<file path="src/rtl/barrel_shifter32_if.sv">
// barrel_shifter32_if
//   Bundles the shifter's operand/amount inputs and its two registered results.
//   Signals:
//     D_left  [31:0]  operand for the left shift
//     D_right [31:0]  operand for the right shift
//     S       [4:0]   shift amount shared by both paths
//     Y_left  [31:0]  registered D_left << S
//     Y_right [31:0]  registered D_right >> S (logical)
//   Modports:
//     master  drives operands and amount, observes results (ALU side / bench)
//     slave   the shifter itself
interface barrel_shifter32_if;
  logic [31:0] D_left;
  logic [31:0] D_right;
  logic [4:0]  S;
  logic [31:0] Y_left;
  logic [31:0] Y_right;

  modport master (output D_left, output D_right, output S,
                  input  Y_left, input  Y_right);
  modport slave  (input  D_left, input  D_right, input  S,
                  output Y_left, output Y_right);
endinterface

</file>
<file path="src/rtl/barrel_shifter32.sv">
// barrel_shifter32
//   Registered 32-bit logical barrel shifter pair. A left and a right log
//   shifter share one 5-bit amount; stage k shifts by 2^k when S[k] is set.
//   Both results are loaded into output registers every rising CLK edge
//   (1-cycle latency, no enable).
//   Ports:
//     CLK  in   system clock
//     RST  in   synchronous active-low reset; clears both results
//     bus  slave modport of barrel_shifter32_if (D_left, D_right, S in;
//          Y_left, Y_right out)

// One mux stage of a log shifter: passes d through, or shifts it by SH with
// zero fill in the selected direction.
module bs_stage #(
  parameter int W    = 32,
  parameter int SH   = 1,
  parameter bit LEFT = 1'b1
) (
  input  logic         sel,
  input  logic [W-1:0] d,
  output logic [W-1:0] q
);
  logic [W-1:0] shifted;

  if (LEFT) begin : g_left
    assign shifted = {d[W-1-SH:0], {SH{1'b0}}};
  end else begin : g_right
    assign shifted = {{SH{1'b0}}, d[W-1:SH]};
  end

  assign q = sel ? shifted : d;
endmodule

module barrel_shifter32 (
  input  logic               CLK,
  input  logic               RST,
  barrel_shifter32_if.slave  bus
);
  localparam int W      = 32;
  localparam int STAGES = 5;

  // Tap k is the operand after stages 0..k-1; tap STAGES is the final result.
  logic [STAGES:0][W-1:0] l_tap;
  logic [STAGES:0][W-1:0] r_tap;

  assign l_tap[0] = bus.D_left;
  assign r_tap[0] = bus.D_right;

  for (genvar k = 0; k < STAGES; k++) begin : g_stage
    bs_stage #(.W(W), .SH(1 << k), .LEFT(1'b1)) u_l (
      .sel (bus.S[k]),
      .d   (l_tap[k]),
      .q   (l_tap[k+1])
    );
    bs_stage #(.W(W), .SH(1 << k), .LEFT(1'b0)) u_r (
      .sel (bus.S[k]),
      .d   (r_tap[k]),
      .q   (r_tap[k+1])
    );
  end

  logic [W-1:0] y_left_q;
  logic [W-1:0] y_right_q;

  // Reset is checked first so X on the data path can never leak through a
  // reset edge.
  always_ff @(posedge CLK) begin
    if (!RST) begin
      y_left_q  <= '0;
      y_right_q <= '0;
    end else begin
      y_left_q  <= l_tap[STAGES];
      y_right_q <= r_tap[STAGES];
    end
  end

  assign bus.Y_left  = y_left_q;
  assign bus.Y_right = y_right_q;
endmodule

</file>
<file path="src/flat_wrapper.sv">
// flat-port wrapper written by rule: the top's interface ports become plain ports
module barrel_shifter32_flat 
  (CLK, RST, bus_D_left, bus_D_right, bus_S, bus_Y_left, bus_Y_right);
  barrel_shifter32_if bus_i ();
  input  logic CLK;
  input  logic RST;
  input wire logic [$bits(bus_i.D_left)-1:0] bus_D_left;
  input wire logic [$bits(bus_i.D_right)-1:0] bus_D_right;
  input wire logic [$bits(bus_i.S)-1:0] bus_S;
  output wire logic [$bits(bus_i.Y_left)-1:0] bus_Y_left;
  output wire logic [$bits(bus_i.Y_right)-1:0] bus_Y_right;
  assign bus_i.D_left = bus_D_left;
  assign bus_i.D_right = bus_D_right;
  assign bus_i.S = bus_S;
  assign bus_Y_left = bus_i.Y_left;
  assign bus_Y_right = bus_i.Y_right;
  barrel_shifter32 u_core (.CLK(CLK), .RST(RST), .bus(bus_i));
endmodule
</file>
<file path="config.mk">
export PLATFORM = sky130hd
export DESIGN_NAME = barrel_shifter32_flat
export DESIGN_NICKNAME = d
export VERILOG_FILES = /design/src/rtl/barrel_shifter32_if.sv /design/src/rtl/barrel_shifter32.sv /design/src/flat_wrapper.sv
export SDC_FILE = /design/constraint.sdc
export NUM_CORES = 1
export LEC_CHECK = 0
export CAP_MARGIN = 0
export CORE_AREA = 2 2 90 135
export DETAILED_ROUTE_END_ITERATION = 7
export DIE_AREA = 0 0 92 137
export PLACE_DENSITY = 0.7
export SETUP_SLACK_MARGIN = 0.05
export SLEW_MARGIN = 20
export SYNTH_ARGS = -nofsm -noshare
export SYNTH_HDL_FRONTEND = slang
export SYNTH_SLANG_ARGS = --single-unit
export TNS_END_PERCENT = 10
</file>
<file path="constraint.sdc">
create_clock -name CLK -period 5.3 [get_ports CLK]
set_input_delay 0.53 -clock CLK [delete_from_list [all_inputs] [get_ports CLK]]
set_output_delay 0.53 -clock CLK [all_outputs]
set_load 0.05 [all_outputs]
</file>
==> results.py <==
metrics = {
    "job": {
        "cap_violations": 0,
    },
    "layout": {
        "final_nets": 630,
        "area_delta_synth_final_pct": 32.88,
        "final_util_pct": 58.41,
        "diodes": 0,
        "multi_input_area_sq_um": 3476,
        "final_layout_size_suffix_gt1_share_pct": 20.39,
        "regArea_sq_um": 1281,
        "nFillCells": 1000,
    },
    "setup_path": {
        "required_ns": 5.47,
        "cp_data_arrival_time_ns": 2.82,
        "crit_path_start_kind": "primary input",
        "crit_type": "primary input to register",
        "crit_fanout": 67,
        "end_kind": "register",
    },
    "power": {
        "p_int_mw": 1.201,
        "switching_share_pct": 32.65,
        "p_comb_share_pct": 34.5,
        "clkPwrFrac_pct": 36.0,
        "p_leak_nw": 2.445,
        "switching_power_uw": 582.1,
        "seqPwrFrac_pct": 29.5,
        "power_density_nw_per_um2": 267.5,
        "peakVddDrop_v": 0.0001598,
    },
    "clock_tree": {
        "cts-root-buf": "clkbuf_16",
        "cts_resized": 0,
        "postCtsSetupBuffers": 0,
        "h-tree-depth": 3,
        "cts_tree": "built",
        "cts_buffers": 9,
        "cts_buffer_depth": 2,
        "clk_pin_slew_ns": 0.05,
        "numClockSinks": 64,
        "cts_hold_buf": 0,
    },
    "floorplanning": {
        "dieArea_sq_um": 12600,
        "start_util_pct": 43.96,
        "coreArea_sq_um": 11410,
        "rows": 48,
        "dieWidth_microns": 92,
        "die_y_microns": 137,
        "ios": 135,
    },
    "global_routing": {
        "grt_max_degree": 68,
        "grt_use_total_pct": 25.64,
        "grt_pass1_vias": 4461,
        "grt.overflow.total": 0,
        "antenna_found_initial": 0,
        "grt_pass1_wl_microns": 24580,
    },
    "placed_design": {
        "io_buffer_count": 134,
        "gp_congestion": 0.9853,
        "hpwl_microns": 12170,
        "post-place-ws_ns": 2.226,
    },
    "logic_synthesis": {
        "yosys.area_share.simple_pct": 10.05,
        "ys_seq_elements": 64,
        "syn_area_sq_um": 5016,
        "yosys_warnings": 0,
        "synth_xor_area_share_pct": 0,
        "ys.flop_type": "dfxtp_1",
        "async_reset_ff_share_pct": 0,
        "synthAdderAreaFrac_pct": 0,
        "netlist_instances": 450,
        "synth.area.mux_share_pct": 45.75,
        "synth_top_family_by_area": "multiplexers",
        "synth_seq_area_share_pct": 25.54,
        "syn_nets": 521,
        "synth-edff-count": 0,
        "synth_compound_area_share_pct": 13.49,
        "avgSynthCellArea_sq_um": 11.15,
        "ys_types": 48,
    },
    "sta": {
        "fmax_ghz": 0.3779,
        "min_period_over_period_pct": 49.92,
        "slew_viol_final": 0,
        "final_hold_viol_count": 0,
        "finalCriticalPeriod_ns": 2.646,
        "tns_ns": 0,
        "setup_slack_ns": 2.654,
        "maxSlewHeadroom_pct": 41.78,
        "rsz0062_at_grt": "false",
        "setup_viol": 0,
        "tightest_slew_ns": 0.8720,
        "holdWs_ns": 0.8623,
    },
    "worst_hold_path": {
        "whs_endpoint": "u_core.bus.Y_right[23]",
        "min_path_cells": 3,
        "min_from": "bus_S[2]",
        "holdCritPathClass": "primary input to register",
    },
    "detailed_routing": {
        "dr.pass1.iters": 5,
        "route.detailed.drc": 0,
        "wire_per_inst_microns": 22.66,
        "ant_nets": 0,
        "viasPerCell": 6.450,
        "wl_microns": 16180,
        "vias": 4605,
        "drt_iter0_drc": 377,
    },
    "run_status": {
        "status": "completed",
    },
}
## per-layer routing
metal,up-vias,wire length [microns],track usage [%]
met3,42,1242,4.405
met5,-,0,0
met2,298,8321,43.55
met4,0,514,9.950
met1,2252,6099,32.68
li1,2013,-,-
## cells in the mapped netlist (8+ instances only)
cell      count  area, sq um
mux4_2       70         1577
dfxtp_1      64         1281
mux2i_1      56        560.5
nor2_1       43        161.4
nand2_1      21        78.83
clkbuf_1     15        56.30
a211oi_1     14        105.1
buf_2        14        70.07
mux2_2       14        157.7
nor3_1       13        65.06
o22a_1       13        113.9
a21oi_1      10        50.05
nand3_1       8        40.04
o21ai_1       8        40.04
## metrics by stage
| stage | cell area (sq um) | total power [mW] | cells |
|---|---|---|---|
| 2_1_floorplan | 5016 | 0.9370 | 450 |
| 3_3_place_gp | 6340 | 1.137 | 698 |
| 3_5_place_dp | 6340 | 1.143 | 698 |
| 4_1_cts | 6661 | 1.779 | 714 |
| 5_1_grt | 6665 | 1.845 | 714 |
| 6_report | 6665 | 1.783 | 714 |
## layout by cell type, fill, tap and decap left out, drive strengths merged, types with 9 or more instances in the layout
master,Yosys,layout
clkdlybuf4s50,0,131
clkbuf,15,10
dfxtp,64,64
a211oi,14,14
nor3,13,13
mux2,14,14
o21ai,10,10
mux2i,56,56
o22a,13,13
a21oi,10,10
nor2,43,43
buf,27,9
nand2,21,21
mux4,70,70
## cells by family after synthesis
family          Yosys count
simple gates            109
compound gates           90
buf+inv                  47
mux                     140
flops                    64
## area by class of cell
| type | count | area share, % |
|---|---|---|
| clock inverters | 6 | 1.239 |
| inverters | 5 | 0.2816 |
| clock buffers | 10 | 3.586 |
| flip-flops and latches | 64 | 19.22 |
| well taps | 150 | 2.816 |
| multi-input cells | 339 | 52.15 |
| repair buffers | 140 | 20.71 |
## flip-flops by register name (all words and copies together) (netlist names)
name	count
u_core.bus.Y_left	32
u_core.bus.Y_right	32
## critical path, cell delays in order
cell and delay, ns:
buf_4 0.66, buf_4 0.46, mux4_2 0.38, and2_1 0.18, a2111oi_0 0.45, a2111oi_1 0.13
## how the worst max path moves through the flow
stage | start | endpoint | slack (ns)
final | bus_S[1] | u_core.bus.Y_left[25] | 2.65
after global placement | bus_S[3] | u_core.bus.Y_left[22] | 2.29
after global routing | bus_S[1] | u_core.bus.Y_left[25] | 2.54
after CTS | bus_S[3] | u_core.bus.Y_left[22] | 2.57
after floorplan | bus_S[0] | u_core.bus.Y_left[28] | 3.23
after detailed placement | bus_S[3] | u_core.bus.Y_left[22] | 2.23
## power by group through the flow
stage | sequential [mW] | clock (mW) | combinational (mW)
2_1_floorplan | 0.650 | 0 | 0.287
3_3_place_gp | 0.536 | 0 | 0.601
3_5_place_dp | 0.537 | 0 | 0.606
4_1_cts | 0.527 | 0.644 | 0.609
5_1_grt | 0.528 | 0.673 | 0.644
6_report | 0.526 | 0.641 | 0.616
No activity file was read; power rests on OpenSTA's default activity.
